==> src/rtl/aes_pkg.sv <==
// Shared AES definitions: controller states, key-length and mode encodings,
// and round counts used by the controller, datapath and key expansion.
package aes_pkg;

    typedef enum logic [2:0] {
        S_IDLE    = 3'd0,
        S_KEYWAIT = 3'd1,
        S_LOAD    = 3'd2,
        S_ROUND   = 3'd3,
        S_FINAL   = 3'd4,
        S_DONE    = 3'd5
    } aes_state_e;

    localparam logic [1:0] KEY_128 = 2'b00;
    localparam logic [1:0] KEY_192 = 2'b01;
    localparam logic [1:0] KEY_256 = 2'b10;

    localparam logic ENC = 1'b0;
    localparam logic DEC = 1'b1;

    localparam int NR_AES128 = 10;
    localparam int NR_AES192 = 12;
    localparam int NR_AES256 = 14;

endpackage

==> src/rtl/aes_round_counter.sv <==
// Round-key index counter: loadable, up/down, synchronous clear,
// with a match flag against a caller-supplied terminal value.
module aes_round_counter #(
    parameter int CW = 4
) (
    input  logic          clk_i,
    input  logic          rst_i,
    input  logic          clr_i,
    input  logic          load_i,
    input  logic [CW-1:0] load_val_i,
    input  logic          en_i,
    input  logic          down_i,
    input  logic [CW-1:0] term_i,
    output logic [CW-1:0] cnt_o,
    output logic          tc_o
);

    logic [CW-1:0] cnt_q;

    always_ff @(posedge clk_i) begin
        if (rst_i || clr_i) begin
            cnt_q <= '0;
        end else if (load_i) begin
            cnt_q <= load_val_i;
        end else if (en_i) begin
            cnt_q <= down_i ? cnt_q - CW'(1) : cnt_q + CW'(1);
        end
    end

    assign cnt_o = cnt_q;
    assign tc_o  = (cnt_q == term_i);

endmodule

==> src/rtl/aes_round_ctrl.sv <==
// AES round sequencer: AES-128/192/256, encrypt or decrypt per block,
// start/ready in, done/ack out, synchronous abort.
module aes_round_ctrl
    import aes_pkg::*;
#(
    parameter int NR_128 = NR_AES128,
    parameter int NR_192 = NR_AES192,
    parameter int NR_256 = NR_AES256,
    parameter int CW     = 4
) (
    input  logic          clk_i,
    input  logic          rst_i,
    input  logic          start_i,
    input  logic [1:0]    key_len_i,
    input  logic          mode_i,
    input  logic          key_ready_i,
    input  logic          abort_i,
    input  logic          out_ack_i,
    output logic          ready_o,
    output logic          load_o,
    output logic          round_o,
    output logic          last_o,
    output logic          done_o,
    output logic          busy_o,
    output logic [CW-1:0] round_idx_o
);

    aes_state_e    state_q, state_d;
    logic [1:0]    klen_q;
    logic          mode_q;
    logic          accept;
    logic [1:0]    klen_eff;
    logic          mode_eff;
    logic [CW-1:0] nr_q;
    logic [CW-1:0] load_val;
    logic [CW-1:0] term;
    logic [CW-1:0] cnt;
    logic          cnt_tc;
    logic          cnt_clr;
    logic          cnt_load;
    logic          cnt_en;

    // Reserved key length falls back to the AES-128 round count.
    function automatic logic [CW-1:0] nr_of(input logic [1:0] kl);
        case (kl)
            KEY_192: return CW'(NR_192);
            KEY_256: return CW'(NR_256);
            default: return CW'(NR_128);
        endcase
    endfunction

    assign accept = (state_q == S_IDLE) && start_i;

    always_ff @(posedge clk_i) begin
        if (rst_i) begin
            state_q <= S_IDLE;
            klen_q  <= KEY_128;
            mode_q  <= ENC;
        end else begin
            state_q <= state_d;
            if (accept) begin
                klen_q <= key_len_i;
                mode_q <= mode_i;
            end
        end
    end

    // On a direct IDLE->LOAD the captured values are not yet registered.
    assign klen_eff = (state_q == S_IDLE) ? key_len_i : klen_q;
    assign mode_eff = (state_q == S_IDLE) ? mode_i : mode_q;
    assign nr_q     = nr_of(klen_q);
    assign load_val = (mode_eff == DEC) ? nr_of(klen_eff) : '0;
    assign term     = (mode_q == DEC) ? CW'(1) : nr_q - CW'(1);

    always_comb begin
        state_d  = state_q;
        cnt_clr  = 1'b0;
        cnt_load = 1'b0;
        cnt_en   = 1'b0;
        case (state_q)
            S_IDLE: begin
                if (start_i) begin
                    if (key_ready_i) begin
                        state_d  = S_LOAD;
                        cnt_load = 1'b1;
                    end else begin
                        state_d = S_KEYWAIT;
                    end
                end
            end
            S_KEYWAIT: begin
                if (key_ready_i) begin
                    state_d  = S_LOAD;
                    cnt_load = 1'b1;
                end
            end
            S_LOAD: begin
                state_d = S_ROUND;
                cnt_en  = 1'b1;
            end
            S_ROUND: begin
                cnt_en = 1'b1;
                if (cnt_tc) begin
                    state_d = S_FINAL;
                end
            end
            S_FINAL: begin
                state_d = S_DONE;
                cnt_clr = 1'b1;
            end
            S_DONE: begin
                if (out_ack_i) begin
                    state_d = S_IDLE;
                end
            end
            default: begin
                state_d = S_IDLE;
                cnt_clr = 1'b1;
            end
        endcase
        if (abort_i && state_q != S_IDLE) begin
            state_d  = S_IDLE;
            cnt_clr  = 1'b1;
            cnt_load = 1'b0;
            cnt_en   = 1'b0;
        end
    end

    aes_round_counter #(
        .CW (CW)
    ) u_cnt (
        .clk_i      (clk_i),
        .rst_i      (rst_i),
        .clr_i      (cnt_clr),
        .load_i     (cnt_load),
        .load_val_i (load_val),
        .en_i       (cnt_en),
        .down_i     (mode_q == DEC),
        .term_i     (term),
        .cnt_o      (cnt),
        .tc_o       (cnt_tc)
    );

    assign ready_o     = (state_q == S_IDLE);
    assign load_o      = (state_q == S_LOAD);
    assign round_o     = (state_q == S_ROUND);
    assign last_o      = (state_q == S_FINAL);
    assign done_o      = (state_q == S_DONE);
    assign busy_o      = (state_q != S_IDLE);
    assign round_idx_o = (load_o || round_o || last_o) ? cnt : '0;

endmodule

==> config.mk <==
export PLATFORM = sky130hd
export DESIGN_NAME = aes_round_ctrl
export DESIGN_NICKNAME = d
export VERILOG_FILES = /design/src/rtl/aes_pkg.sv /design/src/rtl/aes_round_counter.sv /design/src/rtl/aes_round_ctrl.sv
export SDC_FILE = /design/constraint.sdc
export NUM_CORES = 1
export LEC_CHECK = 0
export CAP_MARGIN = 20
export CELL_PAD_IN_SITES_DETAIL_PLACEMENT = 0
export CELL_PAD_IN_SITES_GLOBAL_PLACEMENT = 2
export CORE_UTILIZATION = 32
export DETAILED_ROUTE_END_ITERATION = 6
export PLACE_DENSITY_LB_ADDON = 0.1
export SKIP_CTS_REPAIR_TIMING = 1
export SLEW_MARGIN = 10
export SYNTH_ARGS = -nofsm -noshare
export SYNTH_HDL_FRONTEND = slang
export SYNTH_HIERARCHICAL = 1
export SYNTH_SLANG_ARGS = --single-unit
==> constraint.sdc <==
create_clock -name clk_i -period 4.05 [get_ports clk_i]
set_clock_uncertainty 0.2 [all_clocks]
set_input_delay 0.6075 -clock clk_i [delete_from_list [all_inputs] [get_ports clk_i]]
set_output_delay 0.6075 -clock clk_i [all_outputs]
set_load 0.1 [all_outputs]
**Word level (Yosys, flattened, before mapping)**

Cells that the tools add are included.

- Register bits after elaboration: 10
- Word-level logic and storage cells: 57
- Output and inout port bits: 10
- Input bits: 9

- Reductions and logical operators: 12
- Add/subtract/negate cells: 3
- Multiplexer cells: 24
- Equality and inequality tests: 14

Operator list:

| kind | count |
|---|---|
| $mux W4 | 6 |
| $pmux W3 S6 | 1 |
| $mux W3 | 4 |
| $pmux W3 S2 | 2 |
| $mux W1 | 8 |
| $sub A4 B1 Y4 const B | 2 |
| $eq A3 B2 Y1 const B | 2 |
| $eq A3 B3 Y1 const B | 2 |
| $ne A2 B2 Y1 const B | 3 |
| $reduce_or A5 Y1 | 1 |
| $add A4 B1 Y4 const B | 1 |
| $eq A2 B1 Y1 const B | 2 |
| $eq A2 B2 Y1 const B | 2 |
| $eq A4 B4 Y1 | 1 |
| $mux W2 | 2 |
| $reduce_and A4 Y1 | 1 |
| $reduce_or A2 Y1 | 2 |
| $eq A3 B1 Y1 const B | 1 |
| $logic_not A3 Y1 | 1 |
| $logic_or A1 B1 Y1 | 3 |
| $reduce_bool A3 Y1 | 1 |
| $logic_and A1 B1 Y1 | 2 |
| $ne A2 B1 Y1 const B | 1 |
| $pmux W1 S2 | 1 |
| $reduce_bool A2 Y1 | 1 |

**Logic depth before layout (Yosys ltp)**

Gate-level depths: netlist (run 1).

- Depth after elaboration: 7
- Mapped depth: 9
- Gate-level depth less buffers: 8

**Modules after synthesis**

The synthesis (run 1) kept the hierarchy.

By module, submodules not included:

| module | seq. area each (um^2) | cells each | times used | area each (um^2) |
|---|---|---|---|---|
| aes_round_ctrl | 120.1 | 73 | 1 | 611.8 |
| aes_round_counter | 80.1 | 39 | 1 | 351.6 |

**Worst setup path before layout (run 1)**

OpenSTA, ideal clock, no wires.

- Path kind: reg-to-output
- From: reg state_q[1]
- To: out round_idx_o[0]
- Data arrival time: 4.424 ns
- Buffers on the path: 1
- Cell stages (with the launch flop): 5
- Required time: 3.242 ns
- Setup slack: -1.182 ns
- Path through: dfxtp_1 -> buf_6 -> nor3b_1 -> nor2b_1 -> nor2b_1

- Elaborated cells on any way between the ends: 6
- Classes of those cells: 3 x eq/ne; 1 x mux; 2 x reduce/logical

RTL lines:

| what | line | text |
|---|---|---|
| start: declaration | aes_round_ctrl.sv:28 | `aes_state_e state_q, state_d;` |
| start signal: assignment | aes_round_ctrl.sv:60 | `state_q <= state_d;` |
| $eq A3 B3 Y1 | aes_round_ctrl.sv:147 | `assign last_o = (state_q == S_FINAL);` |
| via last_o | aes_round_ctrl.sv:22 | `output logic last_o,` |
| $logic_or A1 B1 Y1 | aes_round_ctrl.sv:150 | `assign round_idx_o = (load_o \|\| round_o \|\| last_o) ? cnt : '0;` |
| $mux W4 | aes_round_ctrl.sv:150 |  |
| end: declaration | aes_round_ctrl.sv:25 | `output logic [CW-1:0] round_idx_o` |

The timed path passes the listed nets, and every way through them passes these cells.

**Final worst setup path (run 1)**

- From: reg state_q[1]
- To: out round_idx_o[3]

- Longest elaborated chain between the ends: 4
- Elaborated cells on any way between the ends: 6
- Classes of those cells: 3 x eq/ne; 1 x mux; 2 x reduce/logical

RTL lines:

| what | line |
|---|---|
| $eq A3 B2 Y1 (on tied branches) | aes_round_ctrl.sv:145, aes_round_ctrl.sv:146 |
| $logic_or A1 B1 Y1 | aes_round_ctrl.sv:150 |
| $logic_or A1 B1 Y1 * | aes_round_ctrl.sv:150 |
| $mux W4 * | aes_round_ctrl.sv:150 |

Every way passes the cells marked *; elsewhere a longest branch is shown, timed or not.

==> results of run 1 <==
[flip-flops by register name, summed over array words and instances (netlist names)]
signal / count
u_cnt/cnt_o: 4
state_q: 3
mode_q: 1
klen_q: 2
[path summary, 6_finish.rpt]
check	start	slack [ps]	depth (start not counted)	to
setup reg to reg	state_q[1]	1570	5	u_cnt/cnt_o[3]
hold / removal	klen_q[1]	340	2	klen_q[1]
hold reg to reg	klen_q[1]	340	2	klen_q[1]
setup / recovery	state_q[1]	1310	4	round_idx_o[3]
[cells in the final DEF (no fill, tap or decap), types with 5 or more instances in the layout]
cell type / count
sky130_fd_sc_hd__mux2i_1: 7
sky130_fd_sc_hd__ha_1: 5
sky130_fd_sc_hd__dfxtp_1: 10
sky130_fd_sc_hd__nor2b_1: 10
sky130_fd_sc_hd__nand2_1: 5
sky130_fd_sc_hd__clkdlybuf4s50_1: 8
sky130_fd_sc_hd__xor2_1: 6
sky130_fd_sc_hd__buf_4: 10
sky130_fd_sc_hd__nor2_1: 13
sky130_fd_sc_hd__inv_1: 7
sky130_fd_sc_hd__a21oi_1: 7
[synthesized netlist by cell type (2+ instances only)]
library cell | instances | area [sq um]
sky130_fd_sc_hd__a211oi_2 | 2 | 25.0
sky130_fd_sc_hd__conb_1 | 2 | 7.51
sky130_fd_sc_hd__nor3b_1 | 3 | 22.5
sky130_fd_sc_hd__nor2b_1 | 10 | 62.6
sky130_fd_sc_hd__dfxtp_1 | 10 | 200
sky130_fd_sc_hd__ha_1 | 5 | 62.6
sky130_fd_sc_hd__a211o_1 | 2 | 17.5
sky130_fd_sc_hd__mux2i_1 | 7 | 70.1
sky130_fd_sc_hd__buf_6 | 4 | 45.0
sky130_fd_sc_hd__inv_1 | 7 | 26.3
sky130_fd_sc_hd__a21oi_1 | 7 | 35.0
sky130_fd_sc_hd__xor2_1 | 6 | 52.6
sky130_fd_sc_hd__nor2_1 | 13 | 48.8
sky130_fd_sc_hd__and2_1 | 2 | 12.5
sky130_fd_sc_hd__a211oi_1 | 2 | 15.0
sky130_fd_sc_hd__nand2_1 | 5 | 18.8
[layout make-up]
class                      count  area [sq um]
clock buffer                   4          36.3
sequential                    10           200
timing repair buffer          18           155
multi-input combinational     88           679
fill                         298          1660
inverter                       8          31.3
tap                           31          38.8
[metrics by stage]
step	util	setup WS (ps)	TNS (ps)	instance area [sq um]	total power [uW]
global placement	0.394	1450	0	1100	705
floorplan	-	-46.1	-184	968	627
CTS	0.407	1300	0	1140	802
detailed placement	0.394	1430	0	1100	704
global route	0.407	1190	0	1140	854
finish	0.407	1310	0	1140	794
[routing by layer]
| metal | vias to the layer above | GRT usage | share of wire |
|---|---|---|---|
| li1 | 422 | - | - |
| met1 | 386 | 0.178 | 0.47 |
| met2 | 12 | 0.253 | 0.49 |
| met3 | 2 | 0.0230 | 0.037 |
| met4 | 0 | 0.0627 | 0.0087 |
| met5 | - | 0 | 0 |
[kinds of logic (layout without fill, tap and decap cells)]
kind of cell	Yosys count	after routing	synth area share
flip-flops	10	10	0.208
multiplexers	7	7	0.0727
AO/OA/AOI/OAI	20	20	0.158
AND/OR/NAND/NOR	46	46	0.312
other	2	2	0.00780
XOR/XNOR	7	7	0.0636
adder cells (fa/ha/maj)	6	6	0.0857
buffers and inverters	14	30	0.0922
[worst max-delay path, delay by kind of cell (launching register included)]
family / cells / cell delay (ps)
and+or+nand+nor: 3 / 580
DFF: 1 / 780
buffers and inverters: 1 / 300
[power breakdown]
group / switching [uW] / leakage, uW / internal, uW
Sequential: 72.7 / 0.0000819 / 125
Clock: 40.1 / 0.0000210 / 54.6
Combinational: 329 / 0.000378 / 173
==> summary.txt, run 1 <==
GLOBAL ROUTING
------------------------------------------------------------------------------------
Number of antenna violations at the first check in global routing                  0
Global-route congestion overflow total                                             0
Global-route wire length before repair                                       3660 um
Pin count of the biggest net entering global routing                              18
Total track usage                                                              0.146
Vias in the first global route                                                   822

ROUTING
------------------------------------------------------------------------------------
Via density                                                                     5.17
Per-cell routed wire length                                                  13.7 um
1st-iter DRT viols                                                                20
Post-route DRC violation count                                                     2
Routed Antenna Nets                                                                0
First-pass iteration count of the detailed router                                  6
Count of vias placed by the detailed router                                      822
Post-detailed-routing wire length                                            2170 um

FLOORPLANNING
------------------------------------------------------------------------------------
Die Y                                                                        56.9 um
Overall die width                                                            56.9 um
Standard-cell row count                                                           19
Total Die Area                                                            3230 sq um
Core Box Area                                                             2810 sq um
Starting Density                                                               0.343
Top Ports                                                                         19

LOGIC SYNTHESIS
------------------------------------------------------------------------------------
Netlist area before placement                                              963 sq um
Primary flip-flop cell chosen by synthesis mapping                      sky130_fd_sc_hd__dfxtp_1
Fraction of the yosys area taken by sequential cells                           0.208
Distinct cell type count of the synthesized netlist                               41
Post-synthesis instance total                                                    112
Post-synthesis area per instance                                          8.60 sq um
Post-synthesis sequential element count                                           10
Proportion of synthesized flip-flops having asynchronous set or reset              0
Synthesized net count                                                            127
Yosys warning count                                                                6
Count of flip-flops with a built-in enable after synthesis                         0

OUTCOME
------------------------------------------------------------------------------------
Run status                                                              complete, but fails checks
Violated checks                                                         design-rule violations

PLACEMENT
------------------------------------------------------------------------------------
Routability congestion estimate                                                0.760
Cell Count Post-Placement                                                        155
HPWL after DPL                                                               1650 um
Number of port buffers                                                            18

CTS
------------------------------------------------------------------------------------
Clock latency on the worst-skew pair                                          270 ps
CTS max path bufs                                                                  2
Cts bufs inserted                                                                  3
TritonCTS clock tree                                                            done
H-tree levels                                                                      1
Clock-pin slew on the worst setup and hold paths                               80 ps
Number of sinks on the clock net                                                  10
Master cell of the clock root buffer                                    sky130_fd_sc_hd__clkbuf_4

CELLS AND AREA
------------------------------------------------------------------------------------
Share of post-route cells with drive strength above 1                          0.188
Area growth from synthesis to final layout                                     18.4%
Nets                                                                             144
Non-filler instance count after layout                                           159
Final antenna diode count                                                          0

RUN
------------------------------------------------------------------------------------
Maximum capacitance violations                                                     0

CRITICAL PATH
------------------------------------------------------------------------------------
Slowest CP cell                                                         sky130_fd_sc_hd__dfxtp_1
Crit path required time                                                      3240 ps
Crit path kind                                                          register to output port
Delay contributed by the slowest stage of the critical path                   780 ps
Setup crit start kind                                                       register
Crit path top cell by count                                             sky130_fd_sc_hd__nor2b_1
Endpoint arrival time on the critical path                                   1930 ps
Crit end category                                                        output port
Maximum net fanout on the critical path                                           17
Critical path cell sequence                                             nand2b_1 -> nor2b_1 -> nor2b_1 -> buf_4

TIMING
------------------------------------------------------------------------------------
Number of endpoints failing setup at the final stage                               0
Highest Clock Rate                                                         0.365 GHz
Rel. slew slack                                                                0.531
Min cycle time layout                                                        2740 ps
Final Hold Fails                                                                   0
Share of the clock period used by the worst path after layout                  0.677
Number of max-slew violations in the final report                                  0
Unrepaired setup endpoints after global routing                                false
Worst-Margin Slew                                                             702 ps
Hold Slack                                                                    344 ps

WORST HOLD PATH
------------------------------------------------------------------------------------
Min-Delay Path Class                                                    register to register

PWR
------------------------------------------------------------------------------------
LEAKAGE                                                                  0.000481 uW
Total power per unit cell area                                           696 nW/um^2
Max IR drop VDD                                                             0.306 mV

Note: power is estimated with default switching activity, not from simulation.
==> inputs of run 2 (changes only) <==
- CORE_UTILIZATION: 32 -> 27
- clock period: 4.05 -> 2.21 ns (I/O delays scaled with it)
==> run 2 against run 1 <==
The run now ends clean; die area is 18% higher; critical endpoint is now round_idx_o[0]; non-clock buffer count grew 16; sequential power grew 47%; largest power group unchanged; clock power grew 83%; highest routed layer unchanged.
==> summary.txt, run 2 (synthesized netlist as in run 1, its figures left out) <==
CELLS AND AREA
--------------------------------------------------------------------------------
Non-filler instance count after layout                                       190
Area growth from synthesis to final layout                                 52.1%
Summed area of non-filler cells in the final layout                   1470 sq um
Final antenna diode count                                                      0
Nets                                                                         160
Max reg flops                                                                  4
Highest-count cells in the layout ignoring fill and taps            sky130_fd_sc_hd__buf_4 (15), sky130_fd_sc_hd__nor2_1 (12), sky130_fd_sc_hd__buf_12 (10)
Number of filler cells placed in the layout                                  339
Share of post-route cells with drive strength above 1                      0.340
Commonest non-fill, non-tap cell in the layout                      sky130_fd_sc_hd__buf_4

GLOBAL ROUTING
--------------------------------------------------------------------------------
Total track usage                                                          0.136
Number of antenna violations at the first check in global routing              0
Global-route wire length before repair                                   3640 um
Global-route congestion overflow total                                         0
Pin count of the biggest net entering global routing                          13
Vias in the first global route                                               777

ROUTING
--------------------------------------------------------------------------------
Per-cell routed wire length                                              11.9 um
Routed Antenna Nets                                                            0
Post-detailed-routing wire length                                        2260 um
1st-iter DRT viols                                                            38
Post-route DRC violation count                                                 0
First-pass iteration count of the detailed router                              4
Via density                                                                 4.51
Count of vias placed by the detailed router                                  857

FLOORPLANNING
--------------------------------------------------------------------------------
Starting Density                                                           0.284
Overall die width                                                        61.7 um
Die Y                                                                    61.7 um
Core Box Area                                                         3390 sq um
Standard-cell row count                                                       21
Top Ports                                                                     19
Total Die Area                                                        3810 sq um

TIMING
--------------------------------------------------------------------------------
Share of the clock period used by the worst path after layout              0.945
Min cycle time layout                                                    2090 ps
Unrepaired setup endpoints after global routing                             true
Number of max-slew violations in the final report                              0
Number of endpoints failing setup at the final stage                           0
Final Hold Fails                                                               0
Highest Clock Rate                                                     0.479 GHz

PLACEMENT
--------------------------------------------------------------------------------
Routability congestion estimate                                            0.763
Number of port buffers                                                        18
Standard cell area after detailed placement                           1410 sq um
Cell Count Post-Placement                                                    185
HPWL after DPL                                                           1830 um

WORST HOLD PATH
--------------------------------------------------------------------------------
Min-Delay Path Class                                                register to register

CRITICAL PATH
--------------------------------------------------------------------------------
Crit path kind                                                      register to output port
Endpoint arrival time on the critical path                               1560 ps
Delay contributed by the slowest stage of the critical path               370 ps
Number of buffers and inverters on the critical path                           2
Slowest CP cell                                                     sky130_fd_sc_hd__dfxtp_1
Crit path required time                                                  1680 ps
Critical path cell sequence                                         buf_4 -> nor3b_4 -> nor2b_4 -> nor2b_4 -> buf_12
Kind of cell with the highest combined delay on the critical path   simple AND/OR/NAND/NOR gates
Setup crit start kind                                                   register
Crit path top cell by count                                         sky130_fd_sc_hd__nor2b_4
Crit end category                                                    output port
Maximum net fanout on the critical path                                        8

CTS
--------------------------------------------------------------------------------
Clock-pin slew on the worst setup and hold paths                           70 ps
Cts bufs inserted                                                              3
Number of sinks on the clock net                                              10
CTS max path bufs                                                              2
TritonCTS clock tree                                                        done
Master cell of the clock root buffer                                sky130_fd_sc_hd__clkbuf_4
Clock latency on the worst-skew pair                                      270 ps
H-tree levels                                                                  1

PWR
--------------------------------------------------------------------------------
LEAKAGE                                                              0.000607 uW
Final total power                                                        1740 uW
Max IR drop VDD                                                         0.418 mV
Total power per unit cell area                                      1190 nW/um^2

RUN
--------------------------------------------------------------------------------
Maximum capacitance violations                                                 0

OUTCOME
--------------------------------------------------------------------------------
Run status                                                             completed

run 2: cell count changes in the layout (fill, tap and decap cells not counted), moves of 2 or more:
cell | before | now
sky130_fd_sc_hd__buf_4 | 10 | 15
sky130_fd_sc_hd__buf_12 | 0 | 10
sky130_fd_sc_hd__nor2b_1 | 10 | 5
sky130_fd_sc_hd__dfxtp_1 | 10 | 8
sky130_fd_sc_hd__dfxtp_2 | 0 | 2
sky130_fd_sc_hd__nor2b_4 | 0 | 5
run 2: worst min-delay path: stages, from the launching register on:
cell and delay (ps):
sky130_fd_sc_hd__dfxtp_2 340, sky130_fd_sc_hd__mux2i_1 60, sky130_fd_sc_hd__nor2_1 70
run 2: layout make-up:
class,count,area [sq um],area share
Clock buffer,4,36.3,0.0248
Inverter,8,35.0,0.0239
Multi-Input combinational cell,88,729,0.498
Sequential cell,10,203,0.138
Tap cell,46,57.6,0.0393
Timing Repair Buffer,34,404,0.276
run 2: where the power goes:
group          internal, uW  switching, uW
Clock                   100           72.4
Combinational           531            749
Sequential              230           58.5
run 2: path summary, 6_finish.rpt:
path | start | endpoint | slack [ps] | cells after the start
hold reg to reg | klen_q[1] | klen_q[1] | 310 | 2
setup reg to reg | klen_q[1] | state_q[1] | 150 | 9
hold / removal | klen_q[1] | klen_q[1] | 310 | 2
setup / recovery | state_q[1] | round_idx_o[0] | 120 | 5
run 2: routing by layer:
metal | up-vias | share of wire | GRT usage
met3 | 2 | 0.048 | 0.0476
li1 | 454 | - | -
met2 | 15 | 0.45 | 0.203
met4 | 0 | 0.0075 | 0.0381
met5 | - | 0 | 0
met1 | 386 | 0.49 | 0.187
run 2: per-stage QoR:
step | util | hold slack [ps] | TNS [ps] | worst slack (ps)
global placement | 0.416 | 317 | 0 | 21.7
detailed placement | 0.416 | 326 | 0 | 12.5
finish | 0.432 | 308 | 0 | 121
CTS | 0.427 | 345 | 0 | 2.28
global route | 0.432 | 362 | -16.8 | -16.8
floorplan | - | 204 | -1710 | -385
